==> src/rtl/alu32_result_buffer_pkg.sv <==
// Shared types for the ALU result buffer: buffer state encoding, default widths
// and the state-to-occupancy mapping.
package alu32_result_buffer_pkg;

  localparam int unsigned ALU_WIDTH = 32;
  localparam int unsigned DLV_CNT_W = 16;
  localparam int unsigned LEVEL_W   = 2;

  typedef enum logic [1:0] {
    ST_EMPTY = 2'd0,
    ST_ONE   = 2'd1,
    ST_TWO   = 2'd2
  } buf_state_e;

  // The state encoding doubles as the occupancy count.
  function automatic logic [LEVEL_W-1:0] level_of(input buf_state_e s);
    return LEVEL_W'(s);
  endfunction

endpackage

==> src/rtl/alu32_result_buffer_if.sv <==
// Upstream/downstream handshake bundle of the ALU result buffer; the slave
// modport is the buffer's view, the master modport the surrounding pipeline's.
interface alu32_result_buffer_if
  import alu32_result_buffer_pkg::*;
#(
  parameter int unsigned WIDTH = ALU_WIDTH,
  parameter int unsigned CNT_W = DLV_CNT_W
);

  logic               in_vld;
  logic               in_rdy;
  logic [WIDTH-1:0]   in_dat;
  logic               in_carry;
  logic               out_vld;
  logic               out_rdy;
  logic [WIDTH-1:0]   out_dat;
  logic               out_zero;
  logic               out_neg;
  logic               out_carry;
  logic [LEVEL_W-1:0] level;
  logic [CNT_W-1:0]   delivered;

  modport slave (
    input  in_vld, in_dat, in_carry, out_rdy,
    output in_rdy, out_vld, out_dat, out_zero, out_neg, out_carry, level, delivered
  );

  modport master (
    output in_vld, in_dat, in_carry, out_rdy,
    input  in_rdy, out_vld, out_dat, out_zero, out_neg, out_carry, level, delivered
  );

endinterface

==> src/rtl/alu32_result_buffer_flag_gen.sv <==
// Combinational zero/negative flags of a result word; no state, no latency,
// no backpressure.
module alu32_flag_gen #(
  parameter int unsigned WIDTH = 32
) (
  input  logic [WIDTH-1:0] i_dat,
  output logic             o_zero,
  output logic             o_neg
);

  assign o_zero = (i_dat == '0);
  assign o_neg  = i_dat[WIDTH-1];

endmodule

==> src/rtl/alu32_result_buffer.sv <==
// Two-entry skid buffer for ALU results with capture-time flags; 1-cycle latency.
// Backpressure: in_rdy is registered (low only when full), never combinational from out_rdy.
module alu32_result_buffer
  import alu32_result_buffer_pkg::*;
#(
  parameter int unsigned WIDTH = ALU_WIDTH,
  parameter int unsigned CNT_W = DLV_CNT_W
) (
  input  logic                  i_clk,
  input  logic                  i_rst,
  alu32_result_buffer_if.slave  bus
);

  typedef struct packed {
    logic [WIDTH-1:0] dat;
    logic             zero;
    logic             neg;
    logic             carry;
  } entry_t;

  buf_state_e       r_state;
  buf_state_e       w_state_nxt;
  entry_t           r_head;
  entry_t           r_skid;
  entry_t           w_in_entry;
  logic             r_in_rdy;
  logic [CNT_W-1:0] r_delivered;

  logic w_zero;
  logic w_neg;
  logic w_out_vld;
  logic w_push;
  logic w_pop;
  logic w_load_head;
  logic w_head_from_skid;
  logic w_load_skid;

  alu32_flag_gen #(
    .WIDTH (WIDTH)
  ) u_flag_gen (
    .i_dat  (bus.in_dat),
    .o_zero (w_zero),
    .o_neg  (w_neg)
  );

  assign w_in_entry = '{dat: bus.in_dat, zero: w_zero, neg: w_neg, carry: bus.in_carry};

  assign w_out_vld = (r_state != ST_EMPTY);
  assign w_push    = bus.in_vld & r_in_rdy;
  assign w_pop     = w_out_vld & bus.out_rdy;

  always_comb begin
    w_state_nxt      = r_state;
    w_load_head      = 1'b0;
    w_head_from_skid = 1'b0;
    w_load_skid      = 1'b0;
    case (r_state)
      ST_EMPTY: begin
        if (w_push) begin
          w_state_nxt = ST_ONE;
          w_load_head = 1'b1;
        end
      end
      ST_ONE: begin
        // With a simultaneous pop the new result bypasses the skid slot.
        if (w_push && w_pop) begin
          w_load_head = 1'b1;
        end else if (w_push) begin
          w_state_nxt = ST_TWO;
          w_load_skid = 1'b1;
        end else if (w_pop) begin
          w_state_nxt = ST_EMPTY;
        end
      end
      ST_TWO: begin
        if (w_pop) begin
          w_state_nxt      = ST_ONE;
          w_head_from_skid = 1'b1;
        end
      end
      default: w_state_nxt = ST_EMPTY;
    endcase
  end

  always_ff @(posedge i_clk or posedge i_rst) begin
    if (i_rst) begin
      r_state     <= ST_EMPTY;
      r_in_rdy    <= 1'b0;
      r_head      <= '0;
      r_skid      <= '0;
      r_delivered <= '0;
    end else begin
      r_state  <= w_state_nxt;
      r_in_rdy <= (w_state_nxt != ST_TWO);
      if (w_load_head) begin
        r_head <= w_in_entry;
      end else if (w_head_from_skid) begin
        r_head <= r_skid;
      end
      if (w_load_skid) begin
        r_skid <= w_in_entry;
      end
      if (w_pop) begin
        r_delivered <= r_delivered + CNT_W'(1);
      end
    end
  end

  assign bus.in_rdy    = r_in_rdy;
  assign bus.out_vld   = w_out_vld;
  assign bus.out_dat   = r_head.dat;
  assign bus.out_zero  = r_head.zero;
  assign bus.out_neg   = r_head.neg;
  assign bus.out_carry = r_head.carry;
  assign bus.level     = level_of(r_state);
  assign bus.delivered = r_delivered;

endmodule

==> src/flat_wrapper.sv <==
// flat-port wrapper written by rule: the top's interface ports become plain ports
module alu32_result_buffer_flat import alu32_result_buffer_pkg::*;
#(
  parameter int unsigned WIDTH = ALU_WIDTH,
  parameter int unsigned CNT_W = DLV_CNT_W
)
  (i_clk, i_rst, bus_in_vld, bus_in_dat, bus_in_carry, bus_out_rdy, bus_in_rdy, bus_out_vld, bus_out_dat, bus_out_zero, bus_out_neg, bus_out_carry, bus_level, bus_delivered);
  alu32_result_buffer_if #(.WIDTH(WIDTH), .CNT_W(CNT_W)) bus_i ();
  input  logic i_clk;
  input  logic i_rst;
  input wire logic [$bits(bus_i.in_vld)-1:0] bus_in_vld;
  input wire logic [$bits(bus_i.in_dat)-1:0] bus_in_dat;
  input wire logic [$bits(bus_i.in_carry)-1:0] bus_in_carry;
  input wire logic [$bits(bus_i.out_rdy)-1:0] bus_out_rdy;
  output wire logic [$bits(bus_i.in_rdy)-1:0] bus_in_rdy;
  output wire logic [$bits(bus_i.out_vld)-1:0] bus_out_vld;
  output wire logic [$bits(bus_i.out_dat)-1:0] bus_out_dat;
  output wire logic [$bits(bus_i.out_zero)-1:0] bus_out_zero;
  output wire logic [$bits(bus_i.out_neg)-1:0] bus_out_neg;
  output wire logic [$bits(bus_i.out_carry)-1:0] bus_out_carry;
  output wire logic [$bits(bus_i.level)-1:0] bus_level;
  output wire logic [$bits(bus_i.delivered)-1:0] bus_delivered;
  assign bus_i.in_vld = bus_in_vld;
  assign bus_i.in_dat = bus_in_dat;
  assign bus_i.in_carry = bus_in_carry;
  assign bus_i.out_rdy = bus_out_rdy;
  assign bus_in_rdy = bus_i.in_rdy;
  assign bus_out_vld = bus_i.out_vld;
  assign bus_out_dat = bus_i.out_dat;
  assign bus_out_zero = bus_i.out_zero;
  assign bus_out_neg = bus_i.out_neg;
  assign bus_out_carry = bus_i.out_carry;
  assign bus_level = bus_i.level;
  assign bus_delivered = bus_i.delivered;
  alu32_result_buffer #(.WIDTH(WIDTH), .CNT_W(CNT_W)) u_core (.i_clk(i_clk), .i_rst(i_rst), .bus(bus_i));
endmodule
==> config.mk <==
export PLATFORM = sky130hd
export DESIGN_NAME = alu32_result_buffer_flat
export DESIGN_NICKNAME = d
export VERILOG_FILES = /design/src/rtl/alu32_result_buffer_pkg.sv /design/src/rtl/alu32_result_buffer_if.sv /design/src/rtl/alu32_result_buffer_flag_gen.sv /design/src/rtl/alu32_result_buffer.sv /design/src/flat_wrapper.sv
export SDC_FILE = /design/constraint.sdc
export NUM_CORES = 1
export LEC_CHECK = 0
export CAP_MARGIN = 20
export CORE_MARGIN = 2
export CORE_UTILIZATION = 40
export DETAILED_ROUTE_END_ITERATION = 7
export PLACE_DENSITY = 0.66
export SETUP_SLACK_MARGIN = 0.1
export SLEW_MARGIN = 5
export SYNTH_ARGS = -nofsm -noshare
export SYNTH_HDL_FRONTEND = slang
export SYNTH_HIERARCHICAL = 1
export SYNTH_SLANG_ARGS = --single-unit
==> constraint.sdc <==
create_clock -name i_clk -period 6.4 [get_ports i_clk]
set_input_delay 1.28 -clock i_clk [delete_from_list [all_inputs] [get_ports i_clk]]
set_output_delay 1.28 -clock i_clk [all_outputs]
set_load 0.01 [all_outputs]
==> reports/summary.md, run 1 <==
- **delay of the slowest cell on the worst path** 700 ps
- **Net Switching** 0.6136 mW
- **starting density of the core** 41.18%
- **primary flip-flop cell chosen by synthesis mapping** sky130_fd_sc_hd__dfrtp_1
- **Top Family by Delay on Critical Path** simple AND/OR/NAND/NOR gates
- **post-DR vias/cell** 5.241
- **proportion of netlist area held by the largest area contributor** 58.80%
- **final-report max-slew violation count** 0
- **hold_buf cts** 0
- **leakage power of the design** 2.313 nW
- **register area share after synthesis** 58.80%
- **count of flip-flops with a built-in enable after synthesis** 0
- **post-synthesis sequential element count** 89
- **ratio of cells with drive above 1 in the final layout** 16.84%
- **Final Hold Violating Endpoints** 0
- **area of placed instances** 0.004761 mm2
- **Slowest-stage cell, CP** sky130_fd_sc_hd__nor2_4
- **most used cell, CP** sky130_fd_sc_hd__nor2_4
- **worst hold-check path type** flip-flop to flip-flop
- **Async SR Flop Fraction** 100.0%
- **post-cts sizing count** 0
- **headroom to the max-slew limit** 41.18%
- **Max clock buf depth** 2
- **clock transition time at the flip-flop clock pins of the worst setup and hold paths** 80 ps
- **required time of the worst setup path** 6630 ps
- **placer congestion estimate** 0.7045
- **unrepaired setup endpoints after global routing** false
- **worst hold path depth** 1
- **maximum number of pins on one net before global-route repair** 90
- **number of cells traversed by the worst register-to-register path** 4
- **Top-Level Pins** 92
- **type of origin of the critical path** input port
- **worst-path cell chain** clkdlybuf4s50_1 > nand2_1 > nor2_4 > nor2_4 > a21o_1
- **number of global-route vias before repair** 2652
- **clock root buffer master** sky130_fd_sc_hd__clkbuf_8
- **synthesized netlist net count** 323
- **internal power summed over all cells** 1.442 mW
- **total track usage** 16.11%
- **Cells after Synth** 285
- **summed negative setup slack over all endpoints** 0 ps
- **cell area power density** 413.4 mW/mm2
- **count of maximum capacitance violations** 0
- **overflow left after global routing** 0
- **Clk Latency, worst-skew pair** 340 ps
- **switching power share of the total** 29.85%
- **total wire length after detailed routing** 7.829 mm
- **leading post-synthesis cells by cell area** sky130_fd_sc_hd__dfrtp_1 (59%), sky130_fd_sc_hd__mux2_2 (11%), sky130_fd_sc_hd__a22o_1 (8.1%)
- **DR vias** 2542
- **top cell type by total area after synthesis** sky130_fd_sc_hd__dfrtp_1
- **worst hold-check slack** 467.8 ps
- **Clk pwr share** 17.8%
- **kind of capture point of the worst setup path** flip-flop
- **IR drop worst, VDD** 189.3 uV
- **Detail Placement HPWL** 5.278 mm
- **routed length per placed instance** 16.14 um
- **post-route antenna net violation count** 0
- **total iterations of the first detailed-routing run** 4
- **Die ar.** 0.01026 mm2
- **outcome** completed
- **count of clock tree sinks** 89
- **Crit Path Category** input port to flip-flop
- **DRC errors left** 0
- **logic depth of the worst path, buffers included** 5
- **largest fanout on the critical path** 36
- **die extent in x** 101.3 um
- **Syn Area/Cell** 13.29 um2
- **CTS tree** yes
- **count of routing violations after the opening detailed-route iteration** 113
- **quantity of I/O buffers inserted on ports** 91
- **sequential share of power** 46.0%
- **number of CTS-inserted buffers** 9
- **slew at the pin closest to its max-slew limit** 880.2 ps
- **number of H-tree levels** 3
- **area of the core region** 0.009196 mm2
- **final worst path period need** 3130 ps
- **number of inserted diodes** 0
- **final design instance area without fill** 0.004971 mm2
- **Syn. warnings** 6
- **Tot Pwr** 2.055 mW
- **Logic pwr share** 36.2%
- **Max Freq** 319.5 MHz
- **worst clock skew on the final layout** 7.649 ps
- **signed area change from the synthesized netlist to the final layout** 31.25%
- **Row Count** 35
- **nets@finish** 409
- **buffer and inverter count on the worst path** 1
- **antenna violations before repair** 0
- **cell area after technology mapping** 0.003787 mm2
- **CP Data Arrival Time** 3360 ps
- **post-CTS setup buffers** 0
- **y dimension of the die** 101.3 um
- **final worst-path cycle share** 48.91%
- **wire length of the first global-routing pass** 12.90 mm
- **Cell variety after synth** 31
- **Setup Viol. Count Final** 0
state kept, by name, summed over array words and instances (netlist names):
signal	cells
u_core/r_skid	35
u_core/bus.out_zero	1
u_core/bus.delivered	16
u_core/bus.out_dat	32
u_core/bus.out_carry	1
u_core/bus.level	2
u_core/bus.in_rdy	1
u_core/bus.out_neg	1
per-layer routing:
metal | vias up | GRT usage (%) | part of all wire (%)
li1 | 1209 | - | -
met1 | 1258 | 21.80 | 46
met2 | 62 | 24.61 | 47
met3 | 13 | 4.417 | 5.8
met4 | 0 | 6.653 | 1.7
met5 | - | 0 | 0
metrics by stage:
stage | worst slack [ps] | std cells | utilization, %
2_1_floorplan | 2813 | 285 | -
3_3_place_gp | 2943 | 470 | 51.77
3_5_place_dp | 2858 | 470 | 51.77
4_1_cts | 3245 | 484 | 53.76
5_1_grt | 3116 | 485 | 54.05
6_report | 3270 | 485 | 54.05
path summary, 6_finish.rpt:
path,slack [ps],end,startpoint
worst max-delay path,3270,u_core/bus.out_dat[27],bus_out_rdy
worst min-delay path,470,u_core/bus.delivered[15],u_core/bus.delivered[15]
worst max register to register,4260,u_core/bus.out_dat[27],u_core/bus.level[1]
worst min register to register,470,u_core/bus.delivered[15],u_core/bus.delivered[15]
max in group asynchronous,4550,u_core/bus.out_dat[27],i_rst
min in group asynchronous,1220,u_core/bus.level[1],i_rst
worst register-to-register path: stages (launching register included):
cell,delay [ps]
sky130_fd_sc_hd__dfrtp_1,570
sky130_fd_sc_hd__nand2_1,150
sky130_fd_sc_hd__nor2_4,700
sky130_fd_sc_hd__nor2_4,330
sky130_fd_sc_hd__a21o_1,280
cells in the mapped netlist (all sizes together), types with 2 or more instances:
master	count
dfrtp	89
mux2	36
a21o	35
a22o	35
buf	15
nor2	12
nor4	11
xor2	11
nand2	9
nand4	4
xnor2	4
clkbuf	3
inv	3
nand3	3
mux2i	2
nor3	2
or2	2
cell families (layout without fill, tap and decap cells):
family | after synthesis | in the layout | synth area share (%)
AO/OA/AOI/OAI | 74 | 74 | 15.92
XOR/XNOR | 15 | 15 | 3.469
multiplexers | 38 | 38 | 11.23
flip-flops | 89 | 89 | 58.80
AND/OR/NAND/NOR | 47 | 47 | 7.235
adder cells (fa/ha/maj) | 1 | 1 | 0.3303
buffers and inverters | 21 | 110 | 3.006
layout by cell type, fill, tap and decap left out, types with 2 or more instances in the layout:
cell	synthesis	layout
sky130_fd_sc_hd__nand4_1	4	4
sky130_fd_sc_hd__mux2_2	36	36
sky130_fd_sc_hd__nor2_1	12	10
sky130_fd_sc_hd__or2_2	2	2
sky130_fd_sc_hd__xor2_1	11	11
sky130_fd_sc_hd__nand3_1	3	3
sky130_fd_sc_hd__xnor2_1	4	4
sky130_fd_sc_hd__clkbuf_8	0	10
sky130_fd_sc_hd__mux2i_1	2	2
sky130_fd_sc_hd__a22o_1	35	35
sky130_fd_sc_hd__clkinv_2	0	3
sky130_fd_sc_hd__clkdlybuf4s50_1	0	91
sky130_fd_sc_hd__nand2_1	9	9
sky130_fd_sc_hd__a21o_1	35	35
sky130_fd_sc_hd__inv_1	3	2
sky130_fd_sc_hd__dfrtp_1	89	89
sky130_fd_sc_hd__nor4_1	9	9
sky130_fd_sc_hd__nor2_4	0	2
cell type report:
cell class,count,area [um2]
fillers,845,4225
flip-flops and latches,89,2227
multi-input cells,175,1463
repair buffers,93,945.9
well taps,111,138.9
clock buffers,10,137.6
clock inverters,4,45.04
inverters,3,13.76
power groups by stage:
stage | clock network [mW] | registers [mW] | logic [mW]
global placement | 0 | 0.949 | 0.736
global route | 0.404 | 0.978 | 0.809
detailed placement | 0 | 0.959 | 0.754
CTS | 0.379 | 0.950 | 0.756
finish | 0.366 | 0.946 | 0.743
floorplan | 0 | 0.984 | 0.356
Power figures use the tool's default switching activity.
==> inputs of run 2 (changes only) <==
- PLACE_DENSITY: 0.66 -> 0.68
- clock period: 6.4 -> 2.8 ns (I/O delays scaled with it)
==> reports/summary.md, run 2 (same netlist as run 1, synthesis figures left out) <==
- **overflow left after global routing** 0
- **outcome** completed
- **DR vias** 2585
- **area of the multi-input gates** 0.001463 mm2
- **number of cells traversed by the worst register-to-register path** 4
- **post-CTS setup buffers** 0
- **worst hold-check slack** 472.8 ps
- **flip-flop count of the largest register, all copies and words added** 35
- **post-cts sizing count** 0
- **type of origin of the critical path** flip-flop
- **number of CTS-inserted buffers** 9
- **Slowest-stage cell, CP** sky130_fd_sc_hd__dfrtp_1
- **routed length per placed instance** 16.26 um
- **filler instances** 833
- **Top-Level Pins** 92
- **number of inserted diodes** 0
- **number of global-route vias before repair** 2609
- **Max clock buf depth** 2
- **Final Hold Violating Endpoints** 0
- **largest fanout on the critical path** 10
- **antenna violations before repair** 0
- **logic depth of the worst path, buffers included** 2
- **register name with the most flops** u_core/r_skid
- **y dimension of the die** 101.3 um
- **wire length of the first global-routing pass** 13.21 mm
- **Setup Viol. Count Final** 0
- **final-report max-slew violation count** 0
- **maximum number of pins on one net before global-route repair** 90
- **die extent in x** 101.3 um
- **post-route antenna net violation count** 0
- **Row Count** 35
- **count of maximum capacitance violations** 0
- **termination of the worst setup path** bus_out_vld
- **most frequent cells in the layout** sky130_fd_sc_hd__clkdlybuf4s50_1 (91), sky130_fd_sc_hd__dfrtp_1 (89), sky130_fd_sc_hd__mux2_2 (36)
- **starting density of the core** 41.18%
- **unrepaired setup endpoints after global routing** false
- **worst reg-to-reg setup slack** 950 ps
- **delay of the slowest cell on the worst path** 510 ps
- **Max Freq** 445.9 MHz
- **final worst-path cycle share** 80.09%
- **Crit Path Category** flip-flop to primary output
- **required time of the worst setup path** 2240 ps
- **nets@finish** 413
- **Tot Pwr** 4.811 mW
- **CP Data Arrival Time** 1680 ps
- **count of routing violations after the opening detailed-route iteration** 68
- **signed area change from the synthesized netlist to the final layout** 33.04%
- **worst-path cell chain** or2_2 > clkdlybuf4s50_1
- **IR drop worst, VDD** 506.5 uV
- **area occupied by registers** 0.002227 mm2
- **summed negative setup slack over all endpoints** 0 ps
- **DRC errors left** 0
- **reg2reg end** u_core/bus.out_dat[27]
- **cell area power density** 954.9 mW/mm2
- **CTS tree** yes
- **placer congestion estimate** 0.7734
- **kind of capture point of the worst setup path** primary output
- **worst clock skew on the final layout** 12.21 ps
- **hold_buf cts** 0
- **count of clock tree sinks** 89
- **ratio of cells with drive above 1 in the final layout** 18.16%
- **number of H-tree levels** 3
- **R2R Path Start** u_core/bus.level[0]
- **worst hold-check path type** flip-flop to flip-flop
- **slew at the pin closest to its max-slew limit** 852.6 ps
- **final worst path period need** 2243 ps
- **post-DR vias/cell** 5.265
- **Detail Placement HPWL** 5.145 mm
- **quantity of I/O buffers inserted on ports** 91
- **total wire length after detailed routing** 7.985 mm
- **critical path startpoint** u_core/bus.level[1]
- **total iterations of the first detailed-routing run** 4
- **Clk Latency, worst-skew pair** 350 ps
- **leakage power of the design** 2.334 nW
- **Top Family by Delay on Critical Path** flip-flops
- **total track usage** 16.52%
- **buffer and inverter count on the worst path** 1
- **clock transition time at the flip-flop clock pins of the worst setup and hold paths** 90 ps
- **clock root buffer master** sky130_fd_sc_hd__clkbuf_8
- **area of the core region** 0.009196 mm2
- **headroom to the max-slew limit** 43.03%
- **Die ar.** 0.01026 mm2
- **commonest non-fill, non-tap cell in the layout** sky130_fd_sc_hd__clkdlybuf4s50_1
==> run 2: routing by layer <==
layer  track usage (%)  up-vias  share of wire, %
met5                 0        -                 0
met4             5.717        0               1.3
met3             4.762       10               6.0
met2             24.91       69                46
met1             22.96     1290                47
li1                  -     1216                 -
==> run 2: cell type report <==
class	instances	area share, %
sequential	89	44.20
multi-input combinational	175	29.03
timing repair buffer	97	19.47
clock buffer	11	3.005
tap	111	2.756
clock inverter	5	1.242
inverter	3	0.2980
==> run 2: metrics by stage <==
step | cell area, um2 | cells | util, % | setup WS (ps)
3_3_place_gp | 4825 | 475 | 52.46 | 300.9
4_1_cts | 5039 | 491 | 54.79 | 540.3
2_1_floorplan | 3791 | 285 | - | 875.7
3_5_place_dp | 4825 | 475 | 52.46 | 260.1
5_1_grt | 5039 | 491 | 54.79 | 463.6
6_report | 5039 | 491 | 54.79 | 557.4
==> run 2: report_power, final <==
group,switching (mW),internal [mW]
clock network,0.464,0.466
registers,0.339,1.82
logic,0.656,1.06
total,1.46,3.35
==> run 2: worst min path at each step <==
stage,start,endpoint,slack [ps],depth (start not counted)
6_report,u_core/bus.delivered[15],u_core/bus.delivered[15],470,1
5_1_grt,u_core/bus.out_dat[30],u_core/bus.out_dat[30],500,1
4_1_cts,u_core/bus.delivered[15],u_core/bus.delivered[15],480,1
3_5_place_dp,u_core/bus.out_dat[30],u_core/bus.out_dat[30],460,1
3_3_place_gp,u_core/bus.delivered[15],u_core/bus.delivered[15],460,1
2_1_floorplan,u_core/r_skid[0],u_core/r_skid[0],480,1
